### config.mk
export PLATFORM = sky130hd
export DESIGN_NAME = pe_typeb_stream
export DESIGN_NICKNAME = d
export VERILOG_FILES = /design/src/rtl/pe_typeb_stream.sv
export SDC_FILE = /design/constraint.sdc
export NUM_CORES = 2
export LEC_CHECK = 0
export CAP_MARGIN = 20
export CORE_ASPECT_RATIO = 1.75
export CORE_MARGIN = 4
export CORE_UTILIZATION = 55
export CTS_CLUSTER_SIZE = 10
export DETAILED_ROUTE_END_ITERATION = 10
export PLACE_DENSITY = 0.75
export SLEW_MARGIN = 5
export SYNTH_ARGS = -nofsm -noshare
export SYNTH_HDL_FRONTEND = slang
export SYNTH_SLANG_ARGS = --single-unit
export TNS_END_PERCENT = 5
### constraint.sdc
create_clock -name clk -period 46 [get_ports clk]
set_clock_uncertainty 0.1 [all_clocks]
set_input_delay 11.5 -clock clk [delete_from_list [all_inputs] [get_ports clk]]
set_output_delay 11.5 -clock clk [all_outputs]
set_load 0.01 [all_outputs]
### src/rtl/pe_typeb_stream.sv
// Streaming per-lane FP64 unit (pass / int64->double / negate / abs); optional out_count via PE_TYPEB_STATS_EN.
// Latency: LATENCY cycles for every op; stage 0 registers the input beat, the op is applied into stage 1.
// Backpressure: the whole pipe freezes while out_valid && !out_ready; in_ready is that advance term (forced high in reset).
module pe_typeb_stream #(
  parameter int LANES   = 4,
  parameter int LATENCY = 4
) (
  input  logic                  clk,
  input  logic                  rst,
  input  logic                  in_valid,
  output logic                  in_ready,
  input  logic [LANES*64-1:0]   in_data,
  input  logic [1:0]            in_op,
  output logic                  out_valid,
  input  logic                  out_ready,
  output logic [LANES*64-1:0]   out_data
`ifdef PE_TYPEB_STATS_EN
  ,
  output logic [31:0]           out_count
`endif
);

  localparam logic [1:0] OP_PASS = 2'b00;
  localparam logic [1:0] OP_I2F  = 2'b01;
  localparam logic [1:0] OP_NEG  = 2'b10;

  logic                  vld_q  [LATENCY];
  logic [LANES*64-1:0]   data_q [LATENCY];
  logic [1:0]            op0_q;
  logic [LANES*64-1:0]   res_d;
  logic [63:0]           lane_w;
  logic [63:0]           lane_res;
  logic                  advance;

  // Signed int64 to binary64, round-to-nearest-even. A zero input leaves norm[63]
  // clear, which selects +0.0; the magnitude of -2^63 fits the unsigned 64-bit path.
  function automatic logic [63:0] i2f(input logic [63:0] x);
    logic        sgn;
    logic        found;
    logic [5:0]  lz;
    logic [63:0] mag;
    logic [63:0] norm;
    logic        rnd;
    logic [52:0] mant_r;
    logic [10:0] exp_v;
    sgn   = x[63];
    mag   = sgn ? (~x + 64'd1) : x;
    lz    = 6'd0;
    found = 1'b0;
    for (int i = 63; i >= 0; i--) begin
      if (!found && mag[i]) begin
        lz    = 6'(63 - i);
        found = 1'b1;
      end
    end
    norm   = mag << lz;
    rnd    = norm[10] & ((|norm[9:0]) | norm[11]);
    mant_r = {1'b0, norm[62:11]} + {52'd0, rnd};
    exp_v  = 11'd1086 - {5'd0, lz} + {10'd0, mant_r[52]};
    i2f    = norm[63] ? {sgn, exp_v, mant_r[51:0]} : 64'd0;
  endfunction

  assign advance   = !out_valid || out_ready;
  assign in_ready  = rst || advance;
  assign out_valid = vld_q[LATENCY-1];
  assign out_data  = data_q[LATENCY-1];

  always_comb begin
    res_d    = '0;
    lane_w   = '0;
    lane_res = '0;
    for (int k = 0; k < LANES; k++) begin
      lane_w = data_q[0][64*k +: 64];
      case (op0_q)
        OP_PASS: lane_res = lane_w;
        OP_I2F:  lane_res = i2f(lane_w);
        OP_NEG:  lane_res = {~lane_w[63], lane_w[62:0]};
        default: lane_res = {1'b0, lane_w[62:0]};
      endcase
      res_d[64*k +: 64] = lane_res;
    end
  end

  // Bubbles shift like real beats so spacing between beats is preserved.
  always_ff @(posedge clk) begin
    if (rst) begin
      for (int i = 0; i < LATENCY; i++) begin
        vld_q[i]  <= 1'b0;
        data_q[i] <= '0;
      end
      op0_q <= OP_PASS;
    end else if (advance) begin
      vld_q[0]  <= in_valid;
      data_q[0] <= in_data;
      op0_q     <= in_op;
      vld_q[1]  <= vld_q[0];
      data_q[1] <= res_d;
      for (int i = 2; i < LATENCY; i++) begin
        vld_q[i]  <= vld_q[i-1];
        data_q[i] <= data_q[i-1];
      end
    end
  end

`ifdef PE_TYPEB_STATS_EN
  logic [31:0] cnt_q;
  logic [31:0] cnt_d;

  assign cnt_d     = (out_valid && out_ready) ? cnt_q + 32'd1 : cnt_q;
  assign out_count = cnt_q;

  always_ff @(posedge clk) begin
    if (rst) begin
      cnt_q <= 32'd0;
    end else begin
      cnt_q <= cnt_d;
    end
  end
`endif

endmodule

==> results of run 1 <==
stage by stage:
step                      instance area [µm²]  hold WS (ps)  cells   util  setup slack [ps]
after floorplan                         82400           397   9302      -              2950
after global placement                  87700           398  11137  0.590             21060
after detailed placement                87700           403  11142  0.591             21060
after CTS                               91000           377  11290  0.613             21050
per-layer routing:
layer / track usage / GRT overflow
met5: 0.0581 / 0
met3: 0.379 / 1
met2: 0.879 / 49
met1: 0.613 / 1
met4: 0.721 / 42
kinds of logic after synthesis:
kind of cell,count (synthesis)
and+or+nand+nor,3866
AOI/OAI and AO/OA,2477
DFF,1030
buffers and inverters,1016
xor gates and xnor gates,508
muxes,389
adders and majority gates,16
==> impl_metrics.py, run 1 <==
metrics = {
    "outcome": {
        "tool.error": "[ERROR GRT-0116] Global routing finished with congestion. Check the congestion regions in the DRC Viewer.",
        "failing_step": "global routing",
        "outcome": "aborted with a tool error",
    },
    "synth": {
        "synth_ff_type": "edfxtp_1",
        "yosysTopAreaCell": "edfxtp_1",
        "yosysMostFrequentCell": "edfxtp_1",
        "synth-compound-area-share": 0.209,
        "synth_area_mm2": 0.0824,
        "ys_seq_area_frac": 0.375,
        "async_reset_ff_frac": 0,
        "synth_edf_count": 1028,
        "synth_xor_area_frac": 0.0540,
        "synthDistinctLibCells": 120,
        "yosys_warnings": 0,
        "synth.area.top_cells": "edfxtp_1 37%, and2_1 6.4%, mux2i_1 3.6%, nand2_1 3.5%, o21ai_0 3.3%",
        "synth_cells": 9302,
        "synth_top_family_by_area": "simple AND/OR/NAND/NOR gates",
        "avgSynthCellArea_um2": 8.86,
        "synth_fa_ha_area_frac": 0.00243,
        "synthMuxAreaShare": 0.0497,
        "synth_top_area_frac": 0.374,
        "ys_top_cells_by_count": "1028 x edfxtp_1, 846 x and2_1, 761 x nand2_1",
        "syn-num-nets": 9580,
        "synth_seq_cells": 1030,
        "yosys.area_share.simple": 0.248,
    },
    "clocking": {
        "numCtsBuffers": 117,
        "cts.repair.resized": 0,
        "cts_root_buf": "clkbuf_16",
        "clock_path_buffers": 3,
        "cts_sinks": 1030,
        "post-cts-setup-buffers": 0,
        "postCtsHoldBufs": 0,
        "htreeDepth": 3,
    },
    "floorplanning": {
        "rows": 187,
        "ios": 520,
        "start_util": 0.555,
        "die_x_um": 301,
        "die_h_um": 520,
    },
    "placement": {
        "placement.io_buffers": 519,
        "hpwl_mm": 342,
        "place.gp.congestion": 1.24,
    },
    "grt": {
        "grt_usage": 0.638,
        "grt_max_degree": 204,
        "grt_pass1_wl_mm": 720,
        "gr-total-overflow": 93,
        "grt_pass1_vias": 91691,
    },
}
==> run 2, diff against run 1 <==
CORE_ASPECT_RATIO = not set   (was 1.75)
CORE_UTILIZATION = 40   (was 55)
CTS_CLUSTER_SIZE = not set   (was 10)
PLACE_DENSITY = not set   (was 0.75)
PLACE_DENSITY_LB_ADDON = 0.15   (was not set)
==> run 2 against run 1 <==
The flow now finishes without violations. Area after synthesis unchanged. Synthesized cell count unchanged.
==> impl_metrics.py, run 2 <==
metrics = {
    "placement": {
        "dp_cells": 11804,
        "hpwl_mm": 310,
        "placement.io_buffers": 519,
        "dpl_cell_area_mm2": 0.0883,
        "place.gp.congestion": 1.04,
    },
    "critical_path": {
        "start_kind": "primary input",
        "reg2reg_depth": 29,
        "worst-path-max-fanout": 104,
        "crit_arrival_ps": 13640,
        "r2r_setup_slack_ps": 32310,
        "rr_startpoint": "data_q[0][145]$_SDFFCE_PN0P_",
        "endpoint_kind": "output pin",
        "crit_start": "out_ready",
        "crit_required_ps": 34400,
        "timing.rr.end": "data_q[0][437]$_SDFFCE_PN0P_",
        "critPathKind": "in -> out",
    },
    "hold_path": {
        "hp-start": "data_q[0][510]$_SDFFCE_PN0P_",
        "min_path_cells": 1,
        "hold_class": "reg -> reg",
        "min_delay_worst_endpoint": "data_q[0][766]$_SDFFCE_PN0P_",
    },
    "drt": {
        "ant_nets": 0,
        "detail_route.wl_per_cell_um": 33.4,
        "drtPass1Iterations": 7,
        "vias_per_cell": 6.68,
        "drt_iter0_drc": 11198,
        "vias": 80399,
        "totalWireLength_mm": 401,
        "route.detailed.drc": 0,
    },
    "synth": {
        "async_reset_ff_frac": 0,
        "yosysTopAreaCell": "edfxtp_1",
        "synth_cells": 9302,
        "synth_area_mm2": 0.0824,
        "yosys_warnings": 0,
        "synth_top_area_frac": 0.374,
        "yosysMostFrequentCell": "edfxtp_1",
        "synth_xor_area_frac": 0.0540,
        "synthMuxAreaShare": 0.0497,
        "synth_edf_count": 1028,
        "synth.area.top_cells": "edfxtp_1 37%, and2_1 6.4%, mux2i_1 3.6%, nand2_1 3.5%, o21ai_0 3.3%",
        "yosys.area_share.simple": 0.248,
        "avgSynthCellArea_um2": 8.86,
        "synth-compound-area-share": 0.209,
        "synth_fa_ha_area_frac": 0.00243,
        "synthDistinctLibCells": 120,
        "synth_top_family_by_area": "simple AND/OR/NAND/NOR gates",
        "synth_ff_type": "edfxtp_1",
        "syn-num-nets": 9580,
        "ys_seq_area_frac": 0.375,
        "ys_top_cells_by_count": "1028 x edfxtp_1, 846 x and2_1, 761 x nand2_1",
        "synth_seq_cells": 1030,
    },
    "pwr": {
        "totalPowerFinal_mw": 3.47,
        "power.density_mw_per_mm2": 37.7,
        "p_leak_nw": 33.2,
        "irDropWorstVdd_uv": 35.1,
    },
    "finish": {
        "reg.largest.list": "data_q x1024, vld_q x4, op0_q x2",
        "final_common_cell": "edfxtp_1",
        "syn2layout_area_growth_pct": 11.6,
        "final_area_mm2": 0.0920,
        "nets": 9507,
        "top_register": "data_q",
        "utilization": 0.449,
        "drive_gt1_frac": 0.0759,
        "largest_register_ffs": 1024,
        "final_cell_mix": "1028 x edfxtp_1, 846 x and2_1, 758 x nand2_1",
        "nFillCells": 19971,
        "finalNonFillerCells": 12031,
    },
    "timing": {
        "max_slew_margin": 0.126,
        "tightest_slew_ps": 1310,
        "tns_ps": 0,
        "finalSetupViolCount": 0,
        "period_share": 0.549,
        "hold_viol": 0,
        "final_max_slew_viol_count": 0,
        "period_minus_slack_ps": 25240,
        "clock.fmax_mhz": 39.6,
        "grt_setup_unrepaired": "false",
    },
    "grt": {
        "grt_usage": 0.361,
        "grt_max_degree": 255,
        "grt_pass1_vias": 74530,
        "gr-total-overflow": 0,
        "antenna_found_initial": 47,
        "grt_pass1_wl_mm": 561,
    },
    "floorplanning": {
        "die_x_um": 462,
        "ios": 520,
        "die_area_mm2": 0.213,
        "die_h_um": 462,
        "start_util": 0.403,
        "rows": 166,
        "core_region_area_mm2": 0.205,
    },
    "clocking": {
        "cts_sinks": 1030,
        "clock_path_buffers": 3,
        "cts_root_buf": "clkbuf_16",
        "htreeDepth": 3,
        "clk_latency_ps": 840,
        "clk_pin_slew_ps": 60,
        "numCtsBuffers": 109,
        "cts_tree": "yes",
        "post-cts-setup-buffers": 0,
        "cts.repair.resized": 0,
        "postCtsHoldBufs": 0,
    },
    "flow_run": {
        "max_cap_viol_count": 0,
    },
    "outcome": {
        "outcome": "complete, no violations",
    },
}
==> run 2: cell type report <==
class / instances / area [µm²] / area share
antenna: 24 / 60.1 / 0.000653
sequential: 1030 / 30900 / 0.336
clock inverter: 77 / 822 / 0.00894
inverter: 60 / 234 / 0.00254
multi-input combinational: 7256 / 46700 / 0.507
timing repair buffer: 772 / 7160 / 0.0778
tap: 2688 / 3360 / 0.0366
clock buffer: 124 / 2780 / 0.0303
==> run 2: how the worst max path moves through the flow <==
stage,endpoint,cells past startpoint
after detailed placement,in_ready,5
after global routing,in_ready,5
after CTS,in_ready,5
final,in_ready,5
after floorplan,in_ready,3
after global placement,in_ready,5
==> run 2: cell families (layout without fill, tap and decap cells) <==
group                    count (synthesis)  count (layout)
XOR/XNOR                               508             508
AO/OA/AOI/OAI                         2477            2477
AND/OR/NAND/NOR                       3866            3866
multiplexers                           389             389
flip-flops                            1030            1030
adder cells (fa/ha/maj)                 16              16
buffers and inverters                 1016            1033
other                                    0              24
==> run 2: per-layer routing <==
| layer | wire length (µm) | vias up | GRT usage |
|---|---|---|---|
| met5 | 60 | - | 0 |
| met1 | 164000 | 39564 | 0.481 |
| met4 | 22900 | 10 | 0.172 |
| met2 | 174000 | 4831 | 0.548 |
| met3 | 40400 | 968 | 0.0892 |
| li1 | - | 35026 | - |
==> run 2: worst max-delay path: stages <==
cell and delay [ps]:
clkdlybuf4s50_1 450, nand2b_1 220, nor2_1 170, inv_8 490, clkdlybuf4s50_1 680
==> run 2: through the flow <==
step	hold WS (ps)	worst slack, ps
detailed placement	401	20800
floorplan	397	2950
finish	370	20760
global route	400	20660
CTS	378	20770
global placement	398	20780
==> run 2: power breakdown <==
part / internal (mW) / switching [mW] / leakage, nW
clock: 0.509 / 0.392 / 1.75
sequential: 1.10 / 0.0638 / 12.3
combinational: 0.440 / 0.971 / 19.1
(Power assumes the default switching activity.)
